<file path="src/rtl/writeback_unit_if.sv">
// Write-back stage bus: upstream instruction fields, memory response, flush,
// and register-file write port plus retired-instruction count.
//   slave  : the write-back unit (consumes in_*/mem_*/flush, drives wb_*, in_ready, retire_count)
//   master : whoever drives the stage (pipeline or testbench)
interface writeback_unit_if #(
  parameter int unsigned DATA_W     = 32,
  parameter int unsigned REG_ADDR_W = 5,
  parameter int unsigned CNT_W      = 32
);
  localparam int unsigned OFF_W = $clog2(DATA_W / 8);

  logic                  in_valid;
  logic                  in_ready;
  logic [REG_ADDR_W-1:0] in_rd;
  logic                  in_reg_we;
  logic [1:0]            in_wb_sel;
  logic [DATA_W-1:0]     in_alu;
  logic [DATA_W-1:0]     in_link;
  logic [1:0]            in_ld_size;
  logic                  in_ld_signed;
  logic [OFF_W-1:0]      in_byte_off;
  logic                  mem_rvalid;
  logic [DATA_W-1:0]     mem_rdata;
  logic                  flush;
  logic                  wb_we;
  logic [REG_ADDR_W-1:0] wb_rd;
  logic [DATA_W-1:0]     wb_data;
  logic [CNT_W-1:0]      retire_count;

  modport slave (
    input  in_valid, in_rd, in_reg_we, in_wb_sel, in_alu, in_link, in_ld_size,
           in_ld_signed, in_byte_off, mem_rvalid, mem_rdata, flush,
    output in_ready, wb_we, wb_rd, wb_data, retire_count
  );

  modport master (
    output in_valid, in_rd, in_reg_we, in_wb_sel, in_alu, in_link, in_ld_size,
           in_ld_signed, in_byte_off, mem_rvalid, mem_rdata, flush,
    input  in_ready, wb_we, wb_rd, wb_data, retire_count
  );
endinterface

</file>
<file path="src/rtl/writeback_unit.sv">
// Write-back stage of the pipelined MIPS core.
// Selects ALU / load / link result, formats big-endian sub-word loads, waits
// for a variable-latency memory response, supports flush and counts retirements.
// Ports:
//   clk   : clock, rising edge
//   reset : synchronous active-high reset
//   bus   : writeback_unit_if.slave (instruction in, memory response, flush,
//           register-file write port, retire_count)
module writeback_unit #(
  parameter int unsigned DATA_W     = 32,
  parameter int unsigned REG_ADDR_W = 5,
  parameter int unsigned CNT_W      = 32
) (
  input logic             clk,
  input logic             reset,
  writeback_unit_if.slave bus
);
  localparam int unsigned OFF_W = $clog2(DATA_W / 8);

  localparam logic [1:0] SelAlu  = 2'd0;
  localparam logic [1:0] SelMem  = 2'd1;
  localparam logic [1:0] SelLink = 2'd2;
  localparam logic [1:0] SelNone = 2'd3;

  typedef enum logic [0:0] {StIdle, StWait} state_e;

  state_e                state_q, state_d;
  logic [REG_ADDR_W-1:0] rd_q, rd_d;
  logic                  reg_we_q, reg_we_d;
  logic [1:0]            size_q, size_d;
  logic                  signed_q, signed_d;
  logic [OFF_W-1:0]      off_q, off_d;
  logic                  wb_we_q, wb_we_d;
  logic [REG_ADDR_W-1:0] wb_rd_q, wb_rd_d;
  logic [DATA_W-1:0]     wb_data_q, wb_data_d;
  logic [CNT_W-1:0]      cnt_q, cnt_d;

  // ---------------------------------------------------------------------------
  // Load formatting. The selected field is shifted to the top of the word,
  // then shifted back down logically or arithmetically to extend it.
  // ---------------------------------------------------------------------------
  logic [1:0]               fmt_size;
  logic                     fmt_signed;
  logic [OFF_W-1:0]         fmt_off;
  logic [OFF_W-1:0]         sh;
  logic [6:0]               rsh;
  logic [DATA_W-1:0]        top;
  logic signed [DATA_W-1:0] top_s;
  logic signed [DATA_W-1:0] sext;
  logic [DATA_W-1:0]        zext;
  logic [DATA_W-1:0]        fmt_data;

  always_comb begin
    // In WAIT the latched fields describe the load, not the live inputs.
    fmt_size   = (state_q == StWait) ? size_q   : bus.in_ld_size;
    fmt_signed = (state_q == StWait) ? signed_q : bus.in_ld_signed;
    fmt_off    = (state_q == StWait) ? off_q    : bus.in_byte_off;
    sh         = '0;
    rsh        = '0;
    case (fmt_size)
      2'd0: begin
        sh  = fmt_off;
        rsh = 7'(DATA_W - 8);
      end
      2'd1: begin
        sh  = {fmt_off[OFF_W-1:1], 1'b0};
        rsh = 7'(DATA_W - 16);
      end
      2'd2: begin
        // Word inside a doubleword: offset bit 2 picks the half, 0 = upper.
        if (DATA_W == 64) begin
          sh  = {fmt_off[OFF_W-1], {(OFF_W-1){1'b0}}};
          rsh = 7'(DATA_W - 32);
        end
      end
      default: begin
        // Doubleword (or word-sized at DATA_W=32): whole word, no shift.
      end
    endcase
    top      = bus.mem_rdata << {sh, 3'b000};
    top_s    = top;
    sext     = top_s >>> rsh;
    zext     = top >> rsh;
    fmt_data = fmt_signed ? sext : zext;
  end

  // ---------------------------------------------------------------------------
  // Next-state and write-port logic
  // ---------------------------------------------------------------------------
  logic accept;
  assign accept = bus.in_valid && (state_q == StIdle);

  always_comb begin
    state_d   = state_q;
    rd_d      = rd_q;
    reg_we_d  = reg_we_q;
    size_d    = size_q;
    signed_d  = signed_q;
    off_d     = off_q;
    wb_we_d   = 1'b0;
    wb_rd_d   = wb_rd_q;
    wb_data_d = wb_data_q;
    cnt_d     = cnt_q;

    unique case (state_q)
      StIdle: begin
        if (accept && !bus.flush) begin
          if (bus.in_wb_sel != SelMem) begin
            wb_we_d = bus.in_reg_we && (bus.in_rd != '0) && (bus.in_wb_sel != SelNone);
            cnt_d   = cnt_q + {{(CNT_W-1){1'b0}}, 1'b1};
            if (wb_we_d) begin
              wb_rd_d   = bus.in_rd;
              wb_data_d = (bus.in_wb_sel == SelLink) ? bus.in_link : bus.in_alu;
            end
          end else if (bus.mem_rvalid) begin
            wb_we_d = bus.in_reg_we && (bus.in_rd != '0);
            cnt_d   = cnt_q + {{(CNT_W-1){1'b0}}, 1'b1};
            if (wb_we_d) begin
              wb_rd_d   = bus.in_rd;
              wb_data_d = fmt_data;
            end
          end else begin
            rd_d     = bus.in_rd;
            reg_we_d = bus.in_reg_we;
            size_d   = bus.in_ld_size;
            signed_d = bus.in_ld_signed;
            off_d    = bus.in_byte_off;
            state_d  = StWait;
          end
        end
      end
      StWait: begin
        // Flush wins over a response arriving in the same cycle.
        if (bus.flush) begin
          state_d = StIdle;
        end else if (bus.mem_rvalid) begin
          wb_we_d = reg_we_q && (rd_q != '0);
          cnt_d   = cnt_q + {{(CNT_W-1){1'b0}}, 1'b1};
          if (wb_we_d) begin
            wb_rd_d   = rd_q;
            wb_data_d = fmt_data;
          end
          state_d = StIdle;
        end
      end
      default: state_d = StIdle;
    endcase
  end

  always_ff @(posedge clk) begin
    if (reset) begin
      state_q   <= StIdle;
      rd_q      <= '0;
      reg_we_q  <= 1'b0;
      size_q    <= '0;
      signed_q  <= 1'b0;
      off_q     <= '0;
      wb_we_q   <= 1'b0;
      wb_rd_q   <= '0;
      wb_data_q <= '0;
      cnt_q     <= '0;
    end else begin
      state_q   <= state_d;
      rd_q      <= rd_d;
      reg_we_q  <= reg_we_d;
      size_q    <= size_d;
      signed_q  <= signed_d;
      off_q     <= off_d;
      wb_we_q   <= wb_we_d;
      wb_rd_q   <= wb_rd_d;
      wb_data_q <= wb_data_d;
      cnt_q     <= cnt_d;
    end
  end

  // in_ready depends on state only.
  assign bus.in_ready     = (state_q == StIdle);
  assign bus.wb_we        = wb_we_q;
  assign bus.wb_rd        = wb_rd_q;
  assign bus.wb_data      = wb_data_q;
  assign bus.retire_count = cnt_q;

endmodule
</file>
<file path="src/flat_wrapper.sv">
// flat-port wrapper written by rule: the top's interface ports become plain ports
module writeback_unit_flat 
#(
  parameter int unsigned DATA_W     = 32,
  parameter int unsigned REG_ADDR_W = 5,
  parameter int unsigned CNT_W      = 32
)
  (clk, reset, bus_in_valid, bus_in_rd, bus_in_reg_we, bus_in_wb_sel, bus_in_alu, bus_in_link, bus_in_ld_size, bus_in_ld_signed, bus_in_byte_off, bus_mem_rvalid, bus_mem_rdata, bus_flush, bus_in_ready, bus_wb_we, bus_wb_rd, bus_wb_data, bus_retire_count);
  writeback_unit_if #(.DATA_W(DATA_W), .REG_ADDR_W(REG_ADDR_W), .CNT_W(CNT_W)) bus_i ();
  input logic clk;
  input logic reset;
  input wire logic [$bits(bus_i.in_valid)-1:0] bus_in_valid;
  input wire logic [$bits(bus_i.in_rd)-1:0] bus_in_rd;
  input wire logic [$bits(bus_i.in_reg_we)-1:0] bus_in_reg_we;
  input wire logic [$bits(bus_i.in_wb_sel)-1:0] bus_in_wb_sel;
  input wire logic [$bits(bus_i.in_alu)-1:0] bus_in_alu;
  input wire logic [$bits(bus_i.in_link)-1:0] bus_in_link;
  input wire logic [$bits(bus_i.in_ld_size)-1:0] bus_in_ld_size;
  input wire logic [$bits(bus_i.in_ld_signed)-1:0] bus_in_ld_signed;
  input wire logic [$bits(bus_i.in_byte_off)-1:0] bus_in_byte_off;
  input wire logic [$bits(bus_i.mem_rvalid)-1:0] bus_mem_rvalid;
  input wire logic [$bits(bus_i.mem_rdata)-1:0] bus_mem_rdata;
  input wire logic [$bits(bus_i.flush)-1:0] bus_flush;
  output wire logic [$bits(bus_i.in_ready)-1:0] bus_in_ready;
  output wire logic [$bits(bus_i.wb_we)-1:0] bus_wb_we;
  output wire logic [$bits(bus_i.wb_rd)-1:0] bus_wb_rd;
  output wire logic [$bits(bus_i.wb_data)-1:0] bus_wb_data;
  output wire logic [$bits(bus_i.retire_count)-1:0] bus_retire_count;
  assign bus_i.in_valid = bus_in_valid;
  assign bus_i.in_rd = bus_in_rd;
  assign bus_i.in_reg_we = bus_in_reg_we;
  assign bus_i.in_wb_sel = bus_in_wb_sel;
  assign bus_i.in_alu = bus_in_alu;
  assign bus_i.in_link = bus_in_link;
  assign bus_i.in_ld_size = bus_in_ld_size;
  assign bus_i.in_ld_signed = bus_in_ld_signed;
  assign bus_i.in_byte_off = bus_in_byte_off;
  assign bus_i.mem_rvalid = bus_mem_rvalid;
  assign bus_i.mem_rdata = bus_mem_rdata;
  assign bus_i.flush = bus_flush;
  assign bus_in_ready = bus_i.in_ready;
  assign bus_wb_we = bus_i.wb_we;
  assign bus_wb_rd = bus_i.wb_rd;
  assign bus_wb_data = bus_i.wb_data;
  assign bus_retire_count = bus_i.retire_count;
  writeback_unit #(.DATA_W(DATA_W), .REG_ADDR_W(REG_ADDR_W), .CNT_W(CNT_W)) u_core (.clk(clk), .reset(reset), .bus(bus_i));
endmodule
</file>
<file path="config.mk">
export PLATFORM = sky130hd
export DESIGN_NAME = writeback_unit_flat
export DESIGN_NICKNAME = d
export VERILOG_FILES = /design/src/rtl/writeback_unit_if.sv /design/src/rtl/writeback_unit.sv /design/src/flat_wrapper.sv
export SDC_FILE = /design/constraint.sdc
export NUM_CORES = 1
export LEC_CHECK = 0
export ABC_AREA = 1
export CORE_MARGIN = 1
export CORE_UTILIZATION = 50
export CTS_BUF_LIST = sky130_fd_sc_hd__clkbuf_4
export DETAILED_ROUTE_END_ITERATION = 10
export MAX_ROUTING_LAYER = met4
export PLACE_DENSITY = 0.89
export SLEW_MARGIN = 20
export SYNTH_ARGS = -nofsm -noshare
export SYNTH_HDL_FRONTEND = slang
export SYNTH_SLANG_ARGS = --single-unit
</file>
<file path="constraint.sdc">
create_clock -name clk -period 3.3 [get_ports clk]
set_input_delay 0.33 -clock clk [delete_from_list [all_inputs] [get_ports clk]]
set_output_delay 0.33 -clock clk [all_outputs]
set_load 0.01 [all_outputs]
</file>
==> results of run 1 <==
==> synthesized netlist by cell type (2+ instances only) <==
cell type	n
nand2_1	172
nor2_1	110
o21ai_0	90
a21oi_1	85
dfxtp_1	82
inv_1	63
nand3_1	34
clkbuf_1	25
nor3_1	22
nand4_1	13
xor2_1	11
buf_2	10
nand2_2	9
a31oi_1	7
o21bai_1	6
nand3b_1	5
nor3_2	4
o211ai_1	4
nand2_4	3
xnor2_1	3
a211oi_1	2
a21oi_2	2
buf_6	2
inv_2	2
inv_6	2
nand3_4	2
nor2_2	2
nor2_4	2
==> metrics by stage <==
step / power (mW) / worst slack (ps)
2_1_floorplan: 1.30 / 1640
4_1_cts: 2.08 / 1000
5_1_grt: 2.18 / 757
3_5_place_dp: 1.56 / 818
6_report: 2.08 / 974
3_3_place_gp: 1.55 / 921
==> area by class of cell <==
class / count / area [um2] / area share, %
clock inverters: 7 / 51.3 / 0.726
well taps: 133 / 166 / 2.36
clock buffers: 9 / 67.6 / 0.956
inverters: 68 / 268 / 3.79
repair buffers: 194 / 1920 / 27.1
multi-input cells: 601 / 2950 / 41.8
flip-flops and latches: 82 / 1640 / 23.2
==> worst min path at each step <==
stage,depth (start not counted),to,startpoint,slack [ps]
final,2,u_core.off_q[1],u_core.off_q[1],470
after global routing,2,u_core.off_q[1],u_core.off_q[1],490
after CTS,2,u_core.off_q[1],u_core.off_q[1],470
after detailed placement,2,u_core.size_q[0],u_core.size_q[0],450
after global placement,2,u_core.size_q[0],u_core.size_q[0],440
after floorplan,2,u_core.size_q[0],u_core.size_q[0],430
==> logic make-up (layout without fill, tap and decap cells) <==
logic type | count (synthesis) | after routing | share of synthesized area, %
compound gates | 203 | 203 | 21.7
xor+xnor | 14 | 14 | 2.43
fa+ha+maj | 1 | 1 | 0.248
buf+inv | 108 | 278 | 8.93
flops | 82 | 82 | 32.6
simple gates | 383 | 383 | 34.1
==> worst max-delay path, stage by stage (launching register included) <==
cell and delay (ps):
dfxtp_1 580, nand2_2 150, nand2_8 200, nand3_4 320, nand2_2 190, nand3_2 120, nand2_4 120, nand2_2 90
a21oi_4 230, nand2_1 120, a21oi_1 150
==> cell usage in the layout (no fill, tap or decap), types with 3 or more instances in the layout <==
cell type	count
nand3_1	34
inv_6	4
inv_1	63
o21ai_0	90
nand4_1	13
nor2_2	3
nor3_1	22
clkdlybuf4s50_1	184
o21bai_1	6
a31oi_1	7
dfxtp_1	82
buf_4	10
nand2_4	3
clkbuf_4	9
o211ai_1	4
nor2_1	109
nand3b_1	5
xor2_1	11
nand2_1	172
nor3_2	4
xnor2_1	3
nand2_2	9
a21oi_1	85
==> sequential cells by signal, indices dropped and copies added, names as in the netlist <==
signal                   flops
u_core.bus.retire_count     32
u_core.bus.wb_data          32
u_core.bus.wb_rd             5
u_core.rd_q                  5
u_core.off_q                 2
u_core.size_q                2
u_core.bus.wb_we             1
u_core.reg_we_q              1
u_core.signed_q              1
u_core.state_q               1
==> power groups by stage <==
stage          combinational, mW  clock [mW]  sequential, mW
3_3_place_gp               0.503           0            1.05
5_1_grt                    0.565       0.577            1.03
3_5_place_dp               0.510           0            1.05
6_report                   0.519       0.531            1.03
4_1_cts                    0.513       0.539            1.03
2_1_floorplan              0.244           0            1.06
==> metal layers <==
metal	GRT usage [%]	wire length (um)
met5	-	0
met4	15.3	622
met3	5.81	1430
met2	54.3	7630
met1	38.0	6820
==> impl_metrics.json, run 1 <==
{
  "p_leak_nw": 2.81,
  "die_h_um": 102,
  "grt.overflow.total": 0,
  "fp.coreArea_um2": 9770,
  "regToRegStartpoint": "u_core.state_q",
  "utilization_pct": 72.3,
  "synth_cell_types": 45,
  "cts_tree": "yes",
  "yosys_warnings": 0,
  "finalHoldViolCount": 0,
  "finalMaxSlewViolations": 0,
  "gp_congestion": 0.988,
  "grt_max_degree": 50,
  "drv_cap": 0,
  "ys_seq_area_share_pct": 32.6,
  "crit_end": "u_core.bus.wb_data[30]",
  "vias": 5863,
  "critPathMaxFanout": 36,
  "areaGrowthSynthToFinish_pct": 40.1,
  "vdd_ir_drop_max_mv": 0.237,
  "p_sw_share_pct": 31.7,
  "arrival_ps": 2710,
  "r2r_slack_ps": 970,
  "io_pins": 185,
  "drt_pass1_iterations": 5,
  "synth_top_area_share_pct": 32.6,
  "cts_buffers": 9,
  "avgViaCountPerCell": 5.36,
  "synth_cells": 791,
  "drc": 0,
  "cts_setup_buffers": 0,
  "final_cell_count_no_fill": 1094,
  "fin_crit_ps": 2330,
  "die-area_um2": 10500,
  "max_slew.worst_pin.slew_ps": 781,
  "cts.repair.resized": 0,
  "status": "complete, no violations",
  "drt_wl_total_mm": 16.5,
  "power_frac_seq_pct": 49.5,
  "critical_path.startpoint": "u_core.state_q",
  "avgSynthCellArea_um2": 6.37,
  "p_sw_mw": 0.658,
  "cp.required_ps": 3690,
  "finalClockSkew_ps": 25.9,
  "holdWs_ps": 470,
  "fin_tns_setup_ps": 0,
  "antenna_left": 0,
  "root_buffer": "clkbuf_4",
  "async_flop_share_pct": 0,
  "dp.cells": 1078,
  "diodes": 0,
  "crit_path_start_kind": "register",
  "place_area_um2": 6950,
  "ctsHoldBuffers": 0,
  "final_nets": 1071,
  "synth_top_cell_by_area": "dfxtp_1",
  "internal_power_mw": 1.42,
  "htreeDepth": 3,
  "period_share_pct": 70.5,
  "dp_hpwl_mm": 12.4,
  "clk_path_buf_depth": 2,
  "grt_pass1_wl_mm": 25.7,
  "clkPwrFrac_pct": 25.5,
  "route.detailed.wl_per_inst_um": 15.1,
  "initial_core_util_pct": 51.6,
  "hold_path_class": "reg -> reg",
  "grt_pass1_vias": 5436,
  "worstReg2RegEnd": "u_core.bus.wb_data[30]",
  "timing.fmax_ghz": 0.430,
  "first_iter_violations": 317,
  "grt_antenna_before_repair": 0,
  "portBuffers": 184,
  "rows": 36,
  "power_frac_comb_pct": 24.9,
  "worstSetupEndpointType": "register",
  "grt_setup_unrepaired": "false",
  "slew-limit-headroom_pct": 47.9,
  "path_clk_slew_ps": 150,
  "ff2ff_path_depth": 10,
  "grt_usage_pct": 32.6,
  "ys_ff_latch": 82,
  "synth.area.top_cells": "dfxtp_1, nand2_1, o21ai_0, a21oi_1, nor2_1",
  "synth-edff-count": 0,
  "drive_gt1_share_pct": 6.24,
  "syn_nets": 906,
  "yosys_most_used_dff": "dfxtp_1",
  "synthesis.area_um2": 5040,
  "p_per_area_nw_per_um2": 294,
  "crit_type": "reg -> reg",
  "n_fill_cell": 833,
  "design_area_um2": 7060,
  "clk-insertion-delay-late_ps": 440,
  "clock-sinks": 82,
  "die_w_um": 102,
  "setup_viol": 0
}
No activity file was read; power rests on OpenSTA's default activity.
==> run 2: changes to the inputs <==
CORE_UTILIZATION = 46   (was 50)
PLACE_DENSITY = 0.82   (was 0.89)
clock period = 2.22 ns   (was 3.3 ns; I/O delays follow)
==> run 2 against run 1 <==
Sequential share of layout area decreased by 0.45 points. Maximum frequency increased by 19%. Die area increased by 8.5%. Cell count increased by 1.1%. Clock-buffer cell count unchanged. Highest routed layer unchanged.
==> impl_metrics.json, run 2 (synthesis gave the netlist of run 1 again) <==
{
  "hold_path_class": "in -> reg",
  "cpPeakStageDelay_ps": 390,
  "regToRegStartpoint": "u_core.state_q",
  "finalMaxSlewViolations": 0,
  "arrival_ps": 2270,
  "period_share_pct": 88.4,
  "holdWs_ps": 417,
  "crit_top_cell": "nand2_4",
  "route.detailed.wl_per_inst_um": 15.1,
  "first_iter_violations": 419,
  "antenna_left": 0,
  "critPathMaxFanout": 23,
  "whs_endpoint": "u_core.bus.wb_rd[0]",
  "cts_tree": "yes",
  "p_per_area_nw_per_um2": 459,
  "drc": 0,
  "setup_viol": 0,
  "crit_type": "reg -> reg",
  "status": "complete, no violations",
  "grt_pass1_wl_mm": 26.2,
  "die-area_um2": 11400,
  "cp.required_ps": 2520,
  "pre_cts_ws_ps": -10.9,
  "drv_cap": 0,
  "ctsHoldBuffers": 0,
  "clock-sinks": 82,
  "initial_core_util_pct": 48.2,
  "cts_setup_buffers": 0,
  "p_leak_nw": 2.89,
  "avgViaCountPerCell": 5.32,
  "path_clk_slew_ps": 140,
  "grt.overflow.total": 0,
  "final_cell_mix": "clkdlybuf4s50_1, nand2_1, nor2_1",
  "dp.cells": 1091,
  "dp_hpwl_mm": 12.6,
  "worst_slack_ps": 258,
  "drive_gt1_share_pct": 7.42,
  "final_common_cell": "clkdlybuf4s50_1",
  "grt_setup_unrepaired": "false",
  "finalHoldViolCount": 0,
  "worstSetupEndpointType": "register",
  "vias": 5887,
  "gp_congestion": 0.973,
  "clk_path_buf_depth": 2,
  "design_area_um2": 7210,
  "root_buffer": "clkbuf_4",
  "max_slew.worst_pin.slew_ps": 530,
  "diodes": 0,
  "final_cell_count_no_fill": 1106,
  "vdd_ir_drop_max_mv": 0.322,
  "timing.fmax_ghz": 0.510,
  "grt_usage_pct": 29.7,
  "grt_pass1_vias": 5383,
  "crit_path_start_kind": "register",
  "drt_pass1_iterations": 5,
  "die_w_um": 107,
  "ff2ff_path_depth": 11,
  "place_area_um2": 7050,
  "fin_crit_ps": 1960,
  "rows": 37,
  "holdCritStartpoint": "bus_in_rd[0]",
  "slowest_stage": "dfxtp_2",
  "r2r_slack_ps": 260,
  "io_pins": 185,
  "drt_wl_total_mm": 16.7,
  "grt_max_degree": 50,
  "grt_antenna_before_repair": 0,
  "slew-limit-headroom_pct": 64.6,
  "holdPathStages": 3,
  "cts_buffers": 9,
  "fp.coreArea_um2": 10500,
  "clk-insertion-delay-late_ps": 430,
  "final_nets": 1081,
  "fin_tns_setup_ps": 0,
  "crit_chain": "inv_6 > nand2_4 > nand2_8 > buf_4 > nand4_1 > nand3_2 > nand2_4 > nand3_1 > nand2_2 > o21bai_1 > a21oi_1",
  "cts.repair.resized": 0,
  "portBuffers": 184,
  "finalClockSkew_ps": 25.8,
  "worstReg2RegEnd": "u_core.bus.wb_data[21]",
  "die_h_um": 107,
  "areaGrowthSynthToFinish_pct": 43.0,
  "htreeDepth": 3
}
run 2: layout make-up:
type | count | area [um2]
inverters | 68 | 268
multi-input cells | 601 | 2960
clock buffers | 9 | 67.6
well taps | 136 | 170
fillers | 944 | 3250
clock inverters | 6 | 90.1
flip-flops and latches | 82 | 1640
repair buffers | 204 | 2020
run 2: how the worst max path moves through the flow:
stage                                     from                     endpoint  cells past startpoint
finish                          u_core.state_q       u_core.bus.wb_data[21]                     11
global route        u_core.bus.retire_count[0]  u_core.bus.retire_count[22]                     10
CTS                             u_core.state_q        u_core.bus.wb_data[0]                      9
detailed placement           bus_in_ld_size[0]        u_core.bus.wb_data[0]                     10
global placement             bus_in_ld_size[0]        u_core.bus.wb_data[4]                     10
floorplan           u_core.bus.retire_count[0]  u_core.bus.retire_count[22]                     10
run 2: per-stage QoR:
step,util (%),total power [mW]
after floorplan,-,1.94
after global placement,67.4,2.33
after detailed placement,67.4,2.34
after CTS,68.9,3.32
after global routing,68.9,3.46
final,68.9,3.31
run 2: power breakdown:
part,leakage (nW),switching [mW],internal (mW)
combinational,2.14,0.403,0.381
sequential,0.665,0.0219,1.51
clock,0.0824,0.541,0.455
run 2: worst max-delay path, delay by kind of cell, from the launching register on:
| kind | cells | cell delay [ps] |
|---|---|---|
| AOI/OAI and AO/OA | 2 | 250 |
| buffers and inverters | 2 | 400 |
| DFF | 1 | 390 |
| and+or+nand+nor | 7 | 800 |
run 2: metal layers:
metal / global-route usage (%) / vias to the layer above / wire length (um)
met1: 35.5 / 2653 / 7000
met3: 7.54 / 19 / 1590
met2: 49.9 / 257 / 7920
met4: 7.44 / 0 / 159
met5: - / - / 0
li1: - / 2958 / -
